File: config.mk
export PLATFORM = sky130hd
export DESIGN_NAME = rx_fifo_sync
export DESIGN_NICKNAME = d
export VERILOG_FILES = /design/src/rtl/rx_fifo_pkg.sv /design/src/rtl/rx_fifo_ram.sv /design/src/rtl/rx_fifo_sync.sv
export SDC_FILE = /design/constraint.sdc
export NUM_CORES = 1
export LEC_CHECK = 0
export ABC_AREA = 1
export CAP_MARGIN = 20
export CORE_MARGIN = 8
export CORE_UTILIZATION = 62
export DETAILED_ROUTE_END_ITERATION = 10
export PLACE_DENSITY = 0.82
export REMOVE_ABC_BUFFERS = 1
export SLEW_MARGIN = 10
export SYNTH_ARGS = -nofsm -noshare
export SYNTH_HDL_FRONTEND = slang
export SYNTH_HIERARCHICAL = 1
export SYNTH_SLANG_ARGS = --single-unit
File: constraint.sdc
create_clock -name clk -period 5.8 [get_ports clk]
set_input_delay 0.87 -clock clk [delete_from_list [all_inputs] [get_ports clk]]
set_output_delay 0.87 -clock clk [all_outputs]
set_load 0.005 [all_outputs]
File: src/rtl/rx_fifo_pkg.sv
// Shared constants, count-width helper and flag bundle for the UART receive FIFO.
package rx_fifo_pkg;

    localparam int DATA_BITS_DEF  = 8;
    localparam int FIFO_WIDTH_DEF = 4;

    // Occupancy needs one extra bit so that a completely full FIFO is representable.
    function automatic int cnt_w(input int fifo_width);
        return fifo_width + 1;
    endfunction

    typedef struct packed {
        logic empty;
        logic full;
        logic overflow;
        logic underflow;
    } fifo_flags_t;

endpackage

File: src/rtl/rx_fifo_ram.sv
// DEPTH x DATA_BITS storage: synchronous write, asynchronous read.
module rx_fifo_ram #(
    parameter int DATA_BITS = 8,
    parameter int ADDR_W    = 4
) (
    input  logic                 clk,
    input  logic                 we,
    input  logic [ADDR_W-1:0]    waddr,
    input  logic [DATA_BITS-1:0] wdata,
    input  logic [ADDR_W-1:0]    raddr,
    output logic [DATA_BITS-1:0] rdata
);

    logic [DATA_BITS-1:0] mem [2**ADDR_W];

    always_ff @(posedge clk) begin
        if (we) mem[waddr] <= wdata;
    end

    // Read returns pre-write contents when raddr == waddr in the write cycle.
    assign rdata = mem[raddr];

endmodule

File: src/rtl/rx_fifo_sync.sv
// Single-clock UART receive FIFO with count, sticky flags and BIST freeze.
// Define RX_FIFO_FWFT_EN for first-word-fall-through reads; default is a registered read.
module rx_fifo_sync
    import rx_fifo_pkg::*;
#(
    parameter int DATA_BITS   = DATA_BITS_DEF,
    parameter int FIFO_WIDTH  = FIFO_WIDTH_DEF,
    parameter int FULL_THRESH = 2**FIFO_WIDTH/2
) (
    input  logic                 clk,
    input  logic                 rst_n,
    input  logic [DATA_BITS-1:0] Rx_Data,
    input  logic                 Data_Rdy,
    input  logic                 Pop_Data,
    input  logic                 Clr_Flags,
    input  logic                 BIST_Mode,
    output logic                 FIFO_Empty,
    output logic                 FIFO_Full,
    output logic                 FIFO_Overflow,
    output logic                 FIFO_Underflow,
    output logic [FIFO_WIDTH:0]  FIFO_Count,
    output logic                 Data_Valid,
    output logic [DATA_BITS-1:0] Data_Out
);

    localparam int CW = cnt_w(FIFO_WIDTH);
    localparam logic [CW-1:0] DEPTH_C = CW'(2**FIFO_WIDTH);
    localparam logic [CW-1:0] THRESH_C = CW'(FULL_THRESH);

    logic [FIFO_WIDTH-1:0] wr_ptr, rd_ptr;
    logic [CW-1:0]         count, count_nxt;
    fifo_flags_t           flags_q;
    logic [DATA_BITS-1:0]  dout_q, rd_data;
    logic                  push_acc, pop_acc, ovf_evt, udf_evt;

    // A pop from a full FIFO frees the slot the same-cycle push lands in.
    always_comb begin
        pop_acc   = Pop_Data && !BIST_Mode && (count != '0);
        push_acc  = Data_Rdy && !BIST_Mode && ((count != DEPTH_C) || pop_acc);
        ovf_evt   = Data_Rdy && (count == DEPTH_C) && !pop_acc;
        udf_evt   = Pop_Data && (count == '0);
        count_nxt = count + CW'(push_acc) - CW'(pop_acc);
    end

    rx_fifo_ram #(
        .DATA_BITS (DATA_BITS),
        .ADDR_W    (FIFO_WIDTH)
    ) u_ram (
        .clk   (clk),
        .we    (push_acc),
        .waddr (wr_ptr),
        .wdata (Rx_Data),
        .raddr (rd_ptr),
        .rdata (rd_data)
    );

`ifndef RX_FIFO_FWFT_EN
    logic dv_q;
`endif

    always_ff @(posedge clk or negedge rst_n) begin
        if (!rst_n) begin
            wr_ptr  <= '0;
            rd_ptr  <= '0;
            count   <= '0;
            flags_q <= '{empty: 1'b1, full: 1'b0, overflow: 1'b0, underflow: 1'b0};
            dout_q  <= '0;
`ifndef RX_FIFO_FWFT_EN
            dv_q    <= 1'b0;
`endif
        end else if (!BIST_Mode) begin
            if (push_acc) wr_ptr <= wr_ptr + 1'b1;
            if (pop_acc) begin
                rd_ptr <= rd_ptr + 1'b1;
                dout_q <= rd_data;
            end
            count             <= count_nxt;
            flags_q.empty     <= (count_nxt == '0);
            flags_q.full      <= (count_nxt >= THRESH_C);
            flags_q.overflow  <= ovf_evt || (flags_q.overflow && !Clr_Flags);
            flags_q.underflow <= udf_evt || (flags_q.underflow && !Clr_Flags);
`ifndef RX_FIFO_FWFT_EN
            dv_q              <= pop_acc;
`endif
        end
    end

    assign FIFO_Empty     = flags_q.empty;
    assign FIFO_Full      = flags_q.full;
    assign FIFO_Overflow  = flags_q.overflow;
    assign FIFO_Underflow = flags_q.underflow;
    assign FIFO_Count     = count;

`ifdef RX_FIFO_FWFT_EN
    // dout_q keeps the last acknowledged word on show while the FIFO is empty.
    assign Data_Out   = flags_q.empty ? dout_q : rd_data;
    assign Data_Valid = !flags_q.empty && !BIST_Mode;
`else
    assign Data_Out   = dout_q;
    assign Data_Valid = dv_q && !BIST_Mode;
`endif

endmodule

### Word-level counts from Yosys, hierarchy flattened

Memories as Yosys holds them, arrays and structs flattened. A register that Yosys moved wholly into a read port is not among the register bits.
Index checks and enable logic that the tools add are counted.

| cells by class | value |
|---|---|
| add/subtract/negate cells | 4 |
| $mul | 0 |
| div/mod/pow operators | 0 |
| order comparisons | 1 |
| eq/ne operators | 2 |
| shift-type cells | 0 |
| muxes and demuxes | 2 |
| bitwise gates (word level) | 1 |
| reduce and logical (&&, ||, !) cells | 22 |

Operator list:

| cell | count |
|---|---|
| $logic_and A1 B1 Y1 | 10 |
| $logic_not A5 Y1 | 2 |
| $add A4 B1 Y4 const B | 2 |
| $add A5 B1 Y5 | 1 |
| $eq A5 B5 Y1 const B | 1 |
| $ge A5 B4 Y1 const B | 1 |
| $ne A5 B5 Y1 const B | 1 |
| $reduce_bool A5 Y1 | 1 |
| $sub A5 B1 Y5 | 1 |
| $logic_not A1 Y1 | 4 |
| $reduce_and A2 Y1 | 2 |
| $logic_or A1 B1 Y1 | 3 |
| $mux W1 | 2 |
| $not A1 Y1 | 1 |

| storage, ports and cells | value |
|---|---|
| register bits after elaboration | 18 |
| bits in latches | 0 |
| memory bits (writable) | 128 |
| ROM bits | 0 |
| bits of input ports | 14 |
| output and inout port bits | 18 |
| word-level logic and storage cells | 41 |
| memories kept | 1 |

Memory list:

| memory | words | width | rd ports | clocked after memory_dff | write ports | RTL line | text |
|---|---|---|---|---|---|---|---|
| u_ram.mem | 16 | 8 | 1 | 1 | 1 | rx_fifo_ram.sv:14 | `logic [DATA_BITS-1:0] mem [2**ADDR_W];` |

### Depth between registers and ports, before layout

Gate-level depths: netlist (run 1).

| depth | value |
|---|---|
| word-level depth | 8 |
| gate-level depth with buffers | 19 |
| depth with buffers taken out | 19 |

### Hierarchy

Netlist (run 1), hierarchy kept.

By module, submodules not included:

| module | instances | cells each | area an instance (µm²) | seq. area each (µm²) |
|---|---|---|---|---|
| rx_fifo_ram | 1 | 543 | 5606.6 | 3843.7 |
| rx_fifo_sync | 1 | 151 | 1312.5 | 651.9 |

### Least setup slack after synthesis (run 1)

OpenSTA, ideal clock, no wires.

| timing | value |
|---|---|
| kind | input to register |
| start | in BIST_Mode |
| end | reg flags_q (netlist bit FIFO_Full) |
| setup time | 0.116 ns |
| arrival time | 2.495 ns |
| data required time | 5.684 ns |
| path slack | 3.189 ns |
| cell stages on the path | 17 |
| buffers on the path | 0 |
| cell sequence | inv_2 > nand2_2 > inv_2 > nand2_4 > nor2_2 > inv_2 > nand2_1 > ha_1 > inv_1 > fa_1 > nand3b_1 > nand2_1 > nand2_1 > nand2_1 > nand2_1 > nand2_1 > nand2_1 |

| between the ends | value |
|---|---|
| word-level cells in the longest chain between the ends | 8 |
| elaborated cells between the ends (all ways) | 9 |
| those cells by class | add/sub (2); order compare (1); reduce/logical (6) |

RTL lines:

| element | RTL line | text |
|---|---|---|
| from (decl) | rx_fifo_sync.sv:16 | `input logic BIST_Mode,` |
| $logic_not A1 Y1 | rx_fifo_sync.sv:38, rx_fifo_sync.sv:39 |  |
| $logic_and A1 B1 Y1 (2 in series) | rx_fifo_sync.sv:38 | `pop_acc = Pop_Data && !BIST_Mode && (count != '0);` |
| $logic_or A1 B1 Y1 | rx_fifo_sync.sv:39 | `push_acc = Data_Rdy && !BIST_Mode && ((count != DEPTH_C) \|\| pop_acc);` |
| $logic_and A1 B1 Y1 | rx_fifo_sync.sv:39 |  |
| $add A5 B1 Y5 | rx_fifo_sync.sv:42 | `count_nxt = count + CW'(push_acc) - CW'(pop_acc);` |
| $sub A5 B1 Y5 | rx_fifo_sync.sv:42 |  |
| $ge A5 B4 Y1 | rx_fifo_sync.sv:79 | `flags_q.full <= (count_nxt >= THRESH_C);` |
| to (signal assigned) | rx_fifo_sync.sv:66 | `flags_q <= '{empty: 1'b1, full: 1'b0, overflow: 1'b0, underflow: 1'b0};` |
| to (decl) | rx_fifo_sync.sv:32 | `fifo_flags_t flags_q;` |

Several ways; a longest one is shown, not always the timed one.
A chain may end at the register's enable or synchronous reset.

### Worst setup path in the final report (run 1)

Ends and elaborated chain as after synthesis.

==> parameters.txt, run 1 <==
Parameter                              Value

Outcome
  Run status    finished, final reports clean

Drt
  Number of optimization iterations in the first detailed-route pass    5
  Routed len/inst    18.2 µm
  Count of unresolved DRC violations after routing    0
  Via density    5.65
  DRC marker count from the first detailed-route iteration    473
  Count of nets left with antenna violations after detail routing    0
  Final Routed Wirelength    15.9 mm
  Number of vias in the routed layout    about 5k

Layout
  Combined flip-flop and latch cell area    4500 µm²
  Area growth from synthesis to final layout    13.3%
  Layout cells sized above 1    0.0708
  Layout fillers    approximately 760
  Antenna diodes    0
  Leading cell types in the layout, fill and taps excluded    nand2_1 (235), edfxtp_1 (128), inv_1 (109)
  Leading cell type in the layout, fill and taps excluded    nand2_1
  Multi-input gate area in the final layout    1800 µm²
  Number of nets at the end of the flow    743

Synthesis
  Mapped cell area    ~7000 µm²
  Number of different library cells in the post-synthesis netlist    28
  Number of standard cells after synthesis    between 600 and 700
  Share of synthesized area occupied by flip-flops and latches    0.650
  #FFs+latches synth    154
  Yosys warning count    6
  Avg Inst Size Synth    between 9 and 10 µm²

Clocking
  Hold-fix buffers at CTS    0
  Clk Tree Root Cell    clkbuf_8
  # H-tree levels    4
  Number of buffers inserted during clock tree synthesis    17
  Clk_lat worst skew    530 ps
  Clock slew at reported path FFs    approximately 60 ps
  Buffer depth of the longest clock path    2
  # Post-CTS Setup Buffers    0
  Count of clock tree sinks    between 150 and 200
  CTS tree    built
  Post-CTS Resized    0

Global routing
  Vias in the first global route    ~5.0k
  Wire length of the first global-routing pass    between 20 and 30 mm
  Overall overflow remaining after global route    0
  Total track usage    0.225
  Initial antenna violation count    0
  Pin count of the biggest net entering global routing    69

Pwr
  P per Cell Area    480 nW/µm²
  Peak ir drop on the vdd network    0.312 mV
  Reported leakage power    3.44 nW
  Power, Total    3.76 mW

Setup path
  Critical-path cell list    clkdlybuf4s50_1 -> inv_2 -> nand2_2 -> inv_2 -> nand2_4 -> nor2_2 -> inv_2 -> nand2_1 -> ha_1 -> inv_1 -> fa_1 -> nand3b_1 -> nand2_1 -> nand2_1 -> nand2_1 -> nand2_1 -> nand2_1 -> nand2_1
  Largest fanout on the critical path    17
  Launching point of the worst reg2reg path    FIFO_Count[3]$_DFFE_PN0N_
  Library cell appearing most often on the critical path    nand2_1
  Data arrival time of the critical path    3550 ps
  Element type at the critical path end    register
  Cell class contributing the biggest share of worst-path delay    buffers and inverters
  Category of the critical setup timing path    primary input to register
  Last element of the critical path    FIFO_Full$_DFFE_PN0N_
  Max stage delay cell, worst path    clkdlybuf4s50_1
  Startpoint of the worst setup timing path    BIST_Mode
  Critical path startpoint category    primary input
  Critical path buffer and inverter count    5
  FF-to-FF setup slack    3160 ps
  Worst r2r dst    FIFO_Full$_DFFE_PN0N_
  Worst Reg-to-Reg Cells    19
  Data required time at the worst endpoint    6220 ps
  Stages on the worst setup path    18
  Critical Path Max Stage Delay    640 ps

Timing
  Transition time at the pin with the least slew margin    1000 ps
  Final hold vios    0
  Setup TNS    0 ps
  Worst-case headroom to the max-slew limit    0.331
  Crit path time final    between 3000 and 4000 ps
  Fin crit share    0.541
  Final number of setup-violating endpoints    0
  Layout Skew    8.36 ps
  Setup repair after global routing missed its margin    no
  Max-slew violation count    0
  Fmax    319 MHz

Placed design
  Final weighted congestion in routability-driven placement    0.938
  IO Port Bufs    31
  Detailed-placement wirelength estimate    10.1 mm

Floorplanning
  Die extent in x    122 µm
  Die Y-Extent    122 µm
  Area of the core region    10900 µm²
  Die ar.    around 15000 µm²
  Floorplan row count    38
  Number of top-level pins    32
  Starting utilization of the core area    0.635

Run
  Max cap viols    0

Worst hold path
  Worst hold path type    register to register
  Launch instance of the worst min-delay path    FIFO_Empty$_DFFE_PN1N_
tightest hold or removal path: stages (launching register included):
cell and delay (ps):
dfstp_2 380, nand2_1 60, nand2_1 50
routing by layer:
metal	track usage	vias to the layer above	part of all wire
li1	-	2278	-
met1	0.264	2361	0.38
met2	0.392	251	0.52
met3	0.0463	45	0.076
met4	0.102	0	0.030
met5	0	-	0
power by group:
group / internal, mW / switching, mW / total (mW)
clock: 0.621 / 0.453 / 1.07
combinational: 0.431 / 0.809 / 1.24
sequential: 1.32 / 0.125 / 1.45
registers in the layout, summed over array words and instances (netlist names):
register	flops
u_ram/mem	128
wr_ptr	4
Data_Out	8
FIFO_Overflow	1
FIFO_Full	1
rd_ptr	4
FIFO_Count	5
FIFO_Underflow	1
FIFO_Empty	1
dv_q	1
worst min-delay path by stage:
stage	endpoint	slack (ps)	cells past startpoint
2_1_floorplan	FIFO_Empty$_DFFE_PN1N_	460	2
3_3_place_gp	Data_Out[4]$_DFFE_PN0P_	470	2
3_5_place_dp	Data_Out[4]$_DFFE_PN0P_	470	2
4_1_cts	FIFO_Empty$_DFFE_PN1N_	490	2
5_1_grt	FIFO_Empty$_DFFE_PN1N_	500	2
6_report	FIFO_Empty$_DFFE_PN1N_	480	2
cells by family (layout without fill, tap and decap cells):
family                   after synthesis  count (layout)  share of synthesized area
buffers and inverters                143             183                     0.0902
XOR/XNOR                               7               7                    0.00886
flip-flops                           154             154                      0.650
adder cells (fa/ha/maj)                8               8                     0.0156
AND/OR/NAND/NOR                      369             369                      0.225
AO/OA/AOI/OAI                         13              13                     0.0101
metrics by stage:
stage	setup WS, ps	hold slack, ps	utilization	area (µm²)	instances
finish	2660	482	0.720	7840	874
global route	2420	504	0.720	7840	874
CTS	2690	485	0.720	7840	874
detailed placement	2160	474	0.667	7260	842
global placement	2250	468	0.665	7240	841
floorplan	3150	455	-	6730	668
layout make-up:
cell class | count | share of cell area
flip-flops and latches | 154 | 0.573
clock buffers | 17 | 0.0528
repair buffers | 34 | 0.0450
multi-input cells | 397 | 0.229
clock inverters | 15 | 0.0209
well taps | 140 | 0.0223
inverters | 117 | 0.0560
synthesized netlist by cell type, drive strengths merged:
master  instances  area (µm²)
a21oi           2        10.0
buf            25         181
clkbuf          1        3.75
dfrtp          25         626
dfstp           1        26.3
edfxtp        128        3840
fa              1        20.0
ha              7        87.6
inv           117         439
nand2         240         918
nand3         104         526
nand3b          3        22.5
nor2           21        88.8
nor3            1        5.00
o21a            1        7.51
o21ai           9        45.0
o31ai           1        7.51
xnor2           7        61.3
No activity file was read; power rests on OpenSTA's default activity.
==> run 2: changes to the inputs <==
Settings changed: CORE_UTILIZATION 62 to 60, PLACE_DENSITY 0.82 to 0.79.
Clock period 5.8 ns to 3.2 ns, I/O delays scaled along.
==> run 2 against run 1 <==
Effect of this change: flip-flop and latch count stayed put; hold slack worse by 6.7 ps; clock-buffer cell count is 4 higher; power is 90% higher; core utilization is 0.65 points lower; largest power group unchanged; design area is 3.0% higher; critical path depth is 1 higher; register-to-register slack worse by 2600 ps.
==> parameters.txt, run 2 (same netlist as run 1, synthesis figures left out) <==
Parameter                              Value

Floorplanning
  Floorplan row count    39 (was 38)
  Die extent in x    123 µm (was 122 µm)
  Die ar.    15200 µm² (was 14800 µm²)
  Die Y-Extent    123 µm (was 122 µm)
  Starting utilization of the core area    0.611 (was 0.635)
  Number of top-level pins    32 (unchanged)
  Area of the core region    11300 µm² (was 10900 µm²)

Global routing
  Wire length of the first global-routing pass    24.5 mm (was 25.2 mm)
  Total track usage    0.215 (was 0.225)
  Vias in the first global route    4760 (was 4977)
  Initial antenna violation count    0 (unchanged)
  Overall overflow remaining after global route    0 (unchanged)
  Pin count of the biggest net entering global routing    68 (was 69)

Clocking
  # Post-CTS Setup Buffers    0 (unchanged)
  Hold-fix buffers at CTS    0 (unchanged)
  Buffer depth of the longest clock path    2 (unchanged)
  CTS tree    built (unchanged)
  Count of clock tree sinks    154 (unchanged)
  Clock slew at reported path FFs    60 ps (about the same)
  Clk_lat worst skew    410 ps (was 530 ps)
  Clk Tree Root Cell    clkbuf_16 (was clkbuf_8)
  # H-tree levels    4 (unchanged)
  Number of buffers inserted during clock tree synthesis    17 (unchanged)
  Post-CTS Resized    0 (unchanged)

Setup path
  Category of the critical setup timing path    register to register (was primary input to register)
  Critical path buffer and inverter count    3 (was 5)
  Critical-path cell list    inv_1 -> ha_1 -> nand2_2 -> nor2_4 -> nand3_2 -> nand2_2 -> inv_2 -> nand2_1 -> nand2_1 -> ha_1 -> inv_1 -> fa_1 -> nand3b_1 -> nand2_1 -> nand2_1 -> nand2_1 -> nand2_1 -> nand2_1 -> nand2_1 (was clkdlybuf4s50_1 -> inv_2 -> nand2_2 -> inv_2 -> nand2_4 -> nor2_2 -> inv_2 -> nand2_1 -> ha_1 -> inv_1 -> fa_1 -> nand3b_1 -> nand2_1 -> nand2_1 -> nand2_1 -> nand2_1 -> nand2_1 -> nand2_1)
  Data arrival time of the critical path    2960 ps (was 3550 ps)
  Library cell appearing most often on the critical path    nand2_1 (unchanged)
  Stages on the worst setup path    19 (was 18)
  Max stage delay cell, worst path    fa_1 (was clkdlybuf4s50_1)
  Element type at the critical path end    register (unchanged)
  Worst Reg-to-Reg Cells    19 (unchanged)
  Largest fanout on the critical path    7 (was 17)
  Cell class contributing the biggest share of worst-path delay    simple AND/OR/NAND/NOR gates (was buffers and inverters)
  Critical path startpoint category    register (was primary input)
  Data required time at the worst endpoint    3500 ps (was 6220 ps)
  Critical Path Max Stage Delay    420 ps (was 640 ps)

Drt
  Count of nets left with antenna violations after detail routing    0 (unchanged)
  Number of vias in the routed layout    4916 (was 4935)
  Count of unresolved DRC violations after routing    0 (unchanged)
  Routed len/inst    17.5 µm (was 18.2 µm)
  DRC marker count from the first detailed-route iteration    534 (was 473)
  Final Routed Wirelength    15.7 mm (was 15.9 mm)
  Via density    5.47 (was 5.65)
  Number of optimization iterations in the first detailed-route pass    5 (unchanged)

Placed design
  Detailed-placement wirelength estimate    9.56 mm (was 10.1 mm)
  IO Port Bufs    31 (unchanged)
  Cell area reported after detailed placement    7420 µm² (was 7260 µm²)
  Final weighted congestion in routability-driven placement    0.868 (was 0.938)

Layout
  Layout fillers    774 (was 759)
  Leading cell type in the layout, fill and taps excluded    nand2_1 (unchanged)
  Number of nets at the end of the flow    764 (was 743)
  Leading cell types in the layout, fill and taps excluded    nand2_1 (235), edfxtp_1 (128), inv_1 (109) (unchanged)
  Area of all placed cells without fillers    8080 µm² (was 7840 µm²)
  Max FFs per register    128 (unchanged)
  Layout cells sized above 1    0.0954 (was 0.0708)
  Antenna diodes    0 (unchanged)
  Area growth from synthesis to final layout    16.8% (was 13.3%)
  Register with the highest flop count    u_ram/mem (unchanged)

Pwr
  Proportion of total power due to net switching    0.351 (was 0.369)
  Peak ir drop on the vdd network    0.932 mV (was 0.312 mV)
  Clk pwr share    0.306 (was 0.286)
  Reported leakage power    3.59 nW (was 3.44 nW)
  Power share of the combinational group    0.334 (was 0.330)
  Psw    2.51 mW (was 1.39 mW)
  Reg power frac    0.360 (was 0.385)
  P per Cell Area    885 nW/µm² (was 480 nW/µm²)
  Cell-internal power    4.64 mW (was 2.37 mW)

Timing
  Fin crit share    0.831
  Final number of setup-violating endpoints    0 (unchanged)
  Worst-case headroom to the max-slew limit    0.509 (was 0.331)
  Fmax    roughly 380 MHz
  Crit path time final    2660 ps
  Transition time at the pin with the least slew margin    737 ps (was 1000 ps)
  Final hold vios    0 (unchanged)
  Setup repair after global routing missed its margin    no (unchanged)
  Layout Skew    11.2 ps (was 8.36 ps)
  Setup TNS    0 ps (unchanged)
  Max-slew violation count    0 (unchanged)

Worst hold path
  Worst hold path type    primary input to async pin (was register to register)

Outcome
  Run status    finished, final reports clean (unchanged)

Run
  Max cap viols    0 (unchanged)
==> run 2: final timing paths <==
path	end	from	slack (ps)
worst min register to register	Data_Out[2]$_DFFE_PN0P_	Data_Out[2]$_DFFE_PN0P_	490
worst max register to register	FIFO_Full$_DFFE_PN0N_	FIFO_Count[3]$_DFFE_PN0N_	540
max in group asynchronous	rd_ptr[0]$_DFFE_PN0P_	rst_n	2220
min in group clk	Data_Out[2]$_DFFE_PN0P_	Data_Out[2]$_DFFE_PN0P_	490
worst max-delay path	FIFO_Full$_DFFE_PN0N_	FIFO_Count[3]$_DFFE_PN0N_	540
worst min-delay path	FIFO_Count[4]$_DFFE_PN0N_	rst_n	480
==> run 2: power by group through the flow <==
stage          clock network [mW]  logic [mW]  registers, mW
2_1_floorplan                   0        1.28           2.71
3_3_place_gp                    0        2.22           2.60
3_5_place_dp                    0        2.32           2.60
4_1_cts                      2.20        2.36           2.57
5_1_grt                      2.30        2.62           2.60
6_report                     2.19        2.39           2.57
==> run 2: worst register-to-register path: stages, from the launching register on <==
cell	delay (ps)
dfrtp_1	380
inv_1	100
ha_1	210
nand2_2	90
nor2_4	40
nand3_2	70
nand2_2	100
inv_2	120
nand2_1	60
nand2_1	60
ha_1	180
inv_1	70
fa_1	420
nand3b_1	210
nand2_1	100
nand2_1	60
nand2_1	110
nand2_1	70
nand2_1	60
nand2_1	40
==> run 2: cell type report <==
class	instances	area (µm²)	share of cell area
flip-flops and latches	154	4500	0.557
repair buffers	55	510	0.0632
clock buffers	21	460	0.0570
clock inverters	11	194	0.0240
multi-input cells	397	1800	0.223
well taps	143	179	0.0221
inverters	117	439	0.0544
==> run 2: metal layers <==
layer,part of all wire,global-route usage,vias to the layer above
met3,0.082,0.0470,39
met2,0.51,0.362,262
li1,-,-,2316
met5,0,0,-
met4,0.027,0.0933,0
met1,0.38,0.263,2299
==> run 2: through the flow <==
stage,std cells,setup WS (ps),power [mW],hold slack (ps),util
global route,898,408,7.51,500,0.714
CTS,898,598,7.13,473,0.714
global placement,865,365,4.82,471,0.653
detailed placement,866,284,4.92,468,0.656
floorplan,668,545,3.99,184,-
finish,898,540,7.15,475,0.714
